### src/rtl/connect4_turn_ctrl_if.sv
// Command bus between the turn controller and the connect-four game FSM.
// The controller is the master: it drives the command pulses and the timer display.
interface connect4_turn_ctrl_if;
  logic       player_turn;
  logic [2:0] fsm_state;
  logic       win_flag;
  logic       move_left;
  logic       move_right;
  logic       move_made;
  logic       times_up;
  logic [3:0] seconds_left;
  logic       timer_active;

  modport master (
    input  player_turn, fsm_state, win_flag,
    output move_left, move_right, move_made, times_up, seconds_left, timer_active
  );

  modport slave (
    output player_turn, fsm_state, win_flag,
    input  move_left, move_right, move_made, times_up, seconds_left, timer_active
  );
endinterface

### src/rtl/connect4_turn_ctrl.sv
// Input conditioning, player selection and per-turn countdown in front of the game FSM.
// Turns raw button presses into single-cycle commands and raises times_up when a turn expires.
module connect4_turn_ctrl #(
  parameter int TICKS_PER_SEC = 50_000_000,
  parameter int TURN_SECONDS  = 10
) (
  input  logic clk,
  input  logic reset,
  input  logic p1_left,
  input  logic p1_right,
  input  logic p1_drop,
  input  logic p2_left,
  input  logic p2_right,
  input  logic p2_drop,
  connect4_turn_ctrl_if.master bus
);

  localparam int PW = (TICKS_PER_SEC > 1) ? $clog2(TICKS_PER_SEC) : 1;
  localparam logic [PW-1:0] PRE_MAX = PW'(TICKS_PER_SEC - 1);
  localparam logic [3:0] TURN_LOAD = 4'(TURN_SECONDS);
  localparam logic [2:0] PLAYER_TURN = 3'd1;

  typedef enum logic [1:0] {
    IDLE,
    COUNT,
    WAIT_ACK,
    DONE
  } state_t;

  state_t state, state_nxt;

  logic [5:0] raw_btn;
  logic [5:0] sync1, sync2, prev;
  logic [5:0] edges;
  logic [2:0] sel_edges;
  logic       sel_left, sel_right, sel_drop;

  logic [PW-1:0] prescaler, pre_nxt;
  logic          tick;
  logic [3:0]    seconds_q, sec_nxt;
  logic          left_q, right_q, made_q, tup_q, active_q;
  logic          left_nxt, right_nxt, made_nxt, tup_nxt, active_nxt;

  // Bit order: player 1 in [2:0], player 2 in [5:3], each {drop, right, left}.
  assign raw_btn = {p2_drop, p2_right, p2_left, p1_drop, p1_right, p1_left};

  always_ff @(posedge clk or negedge reset) begin
    if (!reset) begin
      sync1 <= '0;
      sync2 <= '0;
      prev  <= '0;
    end else begin
      sync1 <= raw_btn;
      sync2 <= sync1;
      prev  <= sync2;
    end
  end

  // prev runs in every state, so a button already held when a turn arms never edges.
  assign edges     = sync2 & ~prev;
  assign sel_edges = bus.player_turn ? edges[5:3] : edges[2:0];
  assign sel_left  = sel_edges[0];
  assign sel_right = sel_edges[1];
  assign sel_drop  = sel_edges[2];
  assign tick      = (prescaler == PRE_MAX);

  always_ff @(posedge clk or negedge reset) begin
    if (!reset) begin
      state     <= IDLE;
      prescaler <= '0;
      seconds_q <= '0;
      left_q    <= 1'b0;
      right_q   <= 1'b0;
      made_q    <= 1'b0;
      tup_q     <= 1'b0;
      active_q  <= 1'b0;
    end else begin
      state     <= state_nxt;
      prescaler <= pre_nxt;
      seconds_q <= sec_nxt;
      left_q    <= left_nxt;
      right_q   <= right_nxt;
      made_q    <= made_nxt;
      tup_q     <= tup_nxt;
      active_q  <= active_nxt;
    end
  end

  always_comb begin
    state_nxt = state;
    pre_nxt   = prescaler;
    sec_nxt   = seconds_q;
    left_nxt  = 1'b0;
    right_nxt = 1'b0;
    made_nxt  = 1'b0;
    tup_nxt   = 1'b0;

    case (state)
      IDLE: begin
        if (bus.fsm_state == PLAYER_TURN && !bus.win_flag) begin
          state_nxt = COUNT;
          sec_nxt   = TURN_LOAD;
          pre_nxt   = '0;
        end
      end

      COUNT: begin
        // A drop wins over navigation and over the final tick; the timer freezes.
        if (sel_drop) begin
          made_nxt  = 1'b1;
          state_nxt = WAIT_ACK;
        end else if (bus.fsm_state != PLAYER_TURN) begin
          state_nxt = IDLE;
        end else begin
          if (tick) begin
            pre_nxt = '0;
            sec_nxt = seconds_q - 4'd1;
          end else begin
            pre_nxt = prescaler + PW'(1);
          end

          if (tick && seconds_q == 4'd1) begin
            tup_nxt   = 1'b1;
            state_nxt = WAIT_ACK;
          end else begin
            left_nxt  = sel_left & ~sel_right;
            right_nxt = sel_right & ~sel_left;
          end
        end
      end

      WAIT_ACK: begin
        if (bus.fsm_state != PLAYER_TURN) begin
          state_nxt = IDLE;
        end
      end

      DONE: begin
        sec_nxt = '0;
      end

      default: begin
        state_nxt = IDLE;
      end
    endcase

    // Game over locks the block until reset and swallows any pulse due this cycle.
    if (bus.win_flag) begin
      state_nxt = DONE;
      sec_nxt   = '0;
      left_nxt  = 1'b0;
      right_nxt = 1'b0;
      made_nxt  = 1'b0;
      tup_nxt   = 1'b0;
    end

    active_nxt = (state_nxt == COUNT);
  end

  assign bus.move_left    = left_q;
  assign bus.move_right   = right_q;
  assign bus.move_made    = made_q;
  assign bus.times_up     = tup_q;
  assign bus.seconds_left = seconds_q;
  assign bus.timer_active = active_q;

endmodule

### src/flat_wrapper.sv
// flat-port wrapper written by rule: the top's interface ports become plain ports
module connect4_turn_ctrl_flat 
#(
  parameter int TICKS_PER_SEC = 50_000_000,
  parameter int TURN_SECONDS  = 10
)
  (clk, reset, p1_left, p1_right, p1_drop, p2_left, p2_right, p2_drop, bus_player_turn, bus_fsm_state, bus_win_flag, bus_move_left, bus_move_right, bus_move_made, bus_times_up, bus_seconds_left, bus_timer_active);
  connect4_turn_ctrl_if bus_i ();
  input  logic clk;
  input  logic reset;
  input  logic p1_left;
  input  logic p1_right;
  input  logic p1_drop;
  input  logic p2_left;
  input  logic p2_right;
  input  logic p2_drop;
  input wire logic [$bits(bus_i.player_turn)-1:0] bus_player_turn;
  input wire logic [$bits(bus_i.fsm_state)-1:0] bus_fsm_state;
  input wire logic [$bits(bus_i.win_flag)-1:0] bus_win_flag;
  output wire logic [$bits(bus_i.move_left)-1:0] bus_move_left;
  output wire logic [$bits(bus_i.move_right)-1:0] bus_move_right;
  output wire logic [$bits(bus_i.move_made)-1:0] bus_move_made;
  output wire logic [$bits(bus_i.times_up)-1:0] bus_times_up;
  output wire logic [$bits(bus_i.seconds_left)-1:0] bus_seconds_left;
  output wire logic [$bits(bus_i.timer_active)-1:0] bus_timer_active;
  assign bus_i.player_turn = bus_player_turn;
  assign bus_i.fsm_state = bus_fsm_state;
  assign bus_i.win_flag = bus_win_flag;
  assign bus_move_left = bus_i.move_left;
  assign bus_move_right = bus_i.move_right;
  assign bus_move_made = bus_i.move_made;
  assign bus_times_up = bus_i.times_up;
  assign bus_seconds_left = bus_i.seconds_left;
  assign bus_timer_active = bus_i.timer_active;
  connect4_turn_ctrl #(.TICKS_PER_SEC(TICKS_PER_SEC), .TURN_SECONDS(TURN_SECONDS)) u_core (.clk(clk), .reset(reset), .p1_left(p1_left), .p1_right(p1_right), .p1_drop(p1_drop), .p2_left(p2_left), .p2_right(p2_right), .p2_drop(p2_drop), .bus(bus_i));
endmodule
### config.mk
export PLATFORM = sky130hd
export DESIGN_NAME = connect4_turn_ctrl_flat
export DESIGN_NICKNAME = d
export VERILOG_FILES = /design/src/rtl/connect4_turn_ctrl_if.sv /design/src/rtl/connect4_turn_ctrl.sv /design/src/flat_wrapper.sv
export SDC_FILE = /design/constraint.sdc
export NUM_CORES = 1
export LEC_CHECK = 0
export CAP_MARGIN = 0
export CORE_ASPECT_RATIO = 0.5
export CORE_MARGIN = 1
export CORE_UTILIZATION = 50
export DETAILED_ROUTE_END_ITERATION = 7
export PLACE_DENSITY = 0.74
export SYNTH_ARGS = -nofsm -noshare
export SYNTH_HDL_FRONTEND = slang
export SYNTH_SLANG_ARGS = --single-unit
### constraint.sdc
create_clock -name clk -period 5.6 [get_ports clk]
set_input_delay 0.56 -clock clk [delete_from_list [all_inputs] [get_ports clk]]
set_output_delay 0.56 -clock clk [all_outputs]
set_load 0.01 [all_outputs]
==> flow_summary.yaml <==
run_status:
  outcome: "finished, final reports clean"
yosys:
  synthesis.area_um2: 2790
  ys_seq_elements: 55
  yosysTopAreaCellShare_pct: 49.3
  synth.net_count: 300
  synth_common_cells: "dfrtp_1, nand2_1, nor2_1, o21ai_0, nor4_1"
  ys_top_cells_by_area: "dfrtp_1, nand2_1, ha_1"
  syn_inst: 280
  yosysUniqueCellTypes: 60
  synth-seq-area-share_pct: 49.3
  async_flop_share_pct: 100
  yosysWarnings: 0
  synth_largest_area_cell: "dfrtp_1"
  synth_edf_count: 0
  post_synth.cell_area_avg_um2: 9.97
  synthFlopType: "dfrtp_1"
  yosysMostFrequentCell: "dfrtp_1"
grt:
  antenna_found_initial: 0
  grt_max_degree: 56
  overflow: 0
  grt_pass1_vias: 2079
  met1_usage_pct: 27.3
  top_usage_layer: "met2"
  grt_use_met3_pct: 4.88
  grt_usage_pct: 21.7
  use_met2_pct: 38.2
  grt_pass1_wl_mm: 9.56
sta:
  period_share_pct: 54.1
  fin_tns_setup_ns: 0
  drv_slew: 0
  timing.slew.headroom_pct: 39.8
  final_hold_viol_count: 0
  fin_worst_skew_ns: 0.0123
  rsz0062_at_grt: "no"
  fmax_ghz: 0.330
  worst_slew_pin_slew_ns: 0.898
  finalSetupViolCount: 0
  period_minus_slack_ns: 3.03
layout:
  fill_cells: 438
  layout.nets: 316
  synthToLayoutAreaGrowth_pct: 12.2
  fin_area_um2: 3130
  drive_above_1_share_pct: 8.08
  fin_cells: 367
  antenna_cells: 0
run:
  max_cap_violations: 0
clock_tree:
  cts_resized: 0
  clkTransAtPathRegs_ns: 0.11
  clock_latency_ns: 0.32
  cts_setup_buffers: 0
  cts.sinks: 55
  cts.path.max_buffers: 2
  cts_root_buf: "clkbuf_8"
  postCtsHoldBufs: 0
  cts_made_buffers: 5
  cts_tree: "yes"
  htree_levels: 2
die:
  core_area_um2: 5130
  dieArea_um2: 5910
  die_w_um: 108
  rows: 18
  fp.dieH_um: 54.8
  start_util_pct: 54.4
  ios: 22
route:
  routed_wirelength_mm: 5.88
  drt-initial-drc-count: 104
  vias: 2215
  drc_errors: 0
  viasPerCell: 6.04
  dr.pass1.iters: 4
  wire_per_inst_um: 16.0
  ant_nets: 0
power_and_ir_drop:
  powerDensity_nw_per_um2: 211
  p_sw_share_pct: 23.8
  switchingPower_w: 0.000158
  internal_power_w: 0.000505
  ir_drop_uv: 143
  power_frac_comb_pct: 3.3
  p_leak_nw: 1.29
  clkPwrFrac_pct: 35.5
  seqPwrFrac_pct: 61.2
placed_design:
  finalWeightedCongestion: 0.873
  io_buffer_count: 21
  dpl.cell_count: 359
  placed_area_um2: 3040
  dp_hpwl_mm: 4.11
setup_path:
  crit_required_ns: 5.82
  cp-end-kind: "register"
  reg2reg_depth: 6
  crit_type: "reg -> reg"
  cp_max_fo: 22
  max_stage_delay_ns: 0.67
  r2r-end: "u_core.prescaler[10]"
  rr_startpoint: "u_core.state[1]"
  setup.worst_path.start_class: "register"
  worstPathArrival_ns: 3.25
  path_cells: "inv_1 -> ha_1 -> o211ai_1 -> nor2_1 -> nand3_1 -> o31ai_1"
  critical_path_buf_inv_count: 1
  reg2reg_slack_ns: 2.57
  cpLargestDelayFamily: "compound AO/OA/AOI/OAI gates"
  slowest_stage: "ha_1"
hold_path:
  hp-class: "in -> async"
cells by family (layout without fill, tap and decap cells):
family / after synthesis / count (layout) / synth area share [%]
compound gates: 63 / 63 / 15.2
mux: 2 / 2 / 0.806
fa+ha+maj: 7 / 7 / 3.14
flops: 55 / 55 / 49.3
simple gates: 122 / 122 / 25.7
xor+xnor: 8 / 8 / 2.51
buf+inv: 23 / 40 / 3.32
flip-flops by register name (all words and copies together) (netlist names):
signal	cells
u_core.prescaler	26
u_core.sync2	6
u_core.bus.move_made	1
u_core.bus.timer_active	1
u_core.bus.move_left	1
u_core.bus.move_right	1
u_core.sync1	6
u_core.state	2
u_core.prev	6
u_core.bus.seconds_left	4
u_core.bus.times_up	1
power groups by stage:
stage / Clock, W / Sequential [W] / Combinational (W)
3_5_place_dp: 0 / 0.000413 / 0.0000226
2_1_floorplan: 0 / 0.000413 / 0.00000436
6_report: 0.000235 / 0.000406 / 0.0000219
5_1_grt: 0.000254 / 0.000406 / 0.0000250
3_3_place_gp: 0 / 0.000413 / 0.0000220
4_1_cts: 0.000241 / 0.000406 / 0.0000226
worst max path at each step:
stage | startpoint | endpoint | slack (ns) | cells after the start
CTS | u_core.state[1] | u_core.prescaler[7] | 2.59 | 6
finish | u_core.state[1] | u_core.prescaler[10] | 2.57 | 6
global route | u_core.state[1] | u_core.prescaler[4] | 2.30 | 6
floorplan | bus_fsm_state[2] | u_core.bus.seconds_left[1] | 3.56 | 5
global placement | bus_fsm_state[0] | u_core.prescaler[19] | 2.61 | 6
detailed placement | bus_fsm_state[2] | u_core.prescaler[21] | 2.57 | 6
metal layers:
metal  wire length (um)  part of all wire [%]
met1               2740                    47
met3                290                   4.9
met5                  0                     0
met2               2800                    48
met4                 54                  0.92
final cells by class:
type,count,area [um2],area share (%)
Clock inverter,3,27.5,0.878
Inverter,10,37.5,1.20
Tap cell,70,87.6,2.79
Timing Repair Buffer,22,213,6.79
Sequential cell,55,1380,43.9
Multi-Input combinational cell,202,1320,42.2
Clock buffer,5,68.8,2.20
layout by cell type (no fill, tap or decap), types with 3 or more instances in the layout:
cell type | synthesis | routed
nor2b_1 | 8 | 8
nor3_1 | 7 | 7
nand2_1 | 24 | 24
ha_1 | 7 | 7
clkdlybuf4s50_1 | 0 | 20
a22o_1 | 5 | 5
inv_1 | 10 | 10
and3_1 | 7 | 7
nor4_1 | 11 | 11
nor4b_1 | 3 | 3
o31ai_1 | 6 | 6
nand4_1 | 7 | 7
dfrtp_1 | 55 | 55
or4_1 | 3 | 3
clkbuf_8 | 0 | 5
nand3_1 | 8 | 8
xnor2_1 | 8 | 8
and4_1 | 5 | 5
a21oi_1 | 10 | 10
nor2_1 | 21 | 21
o21ai_0 | 17 | 17
metrics by stage:
stage	util [%]	total power, W	setup WS [ns]	hold slack, ns
floorplan	-	0.000417	3.56	0.264
global placement	59.2	0.000435	2.61	0.332
detailed placement	59.2	0.000436	2.57	0.340
CTS	61.0	0.000669	2.59	0.361
global route	61.0	0.000685	2.30	0.372
finish	61.0	0.000663	2.57	0.348
(Power assumes the default switching activity.)
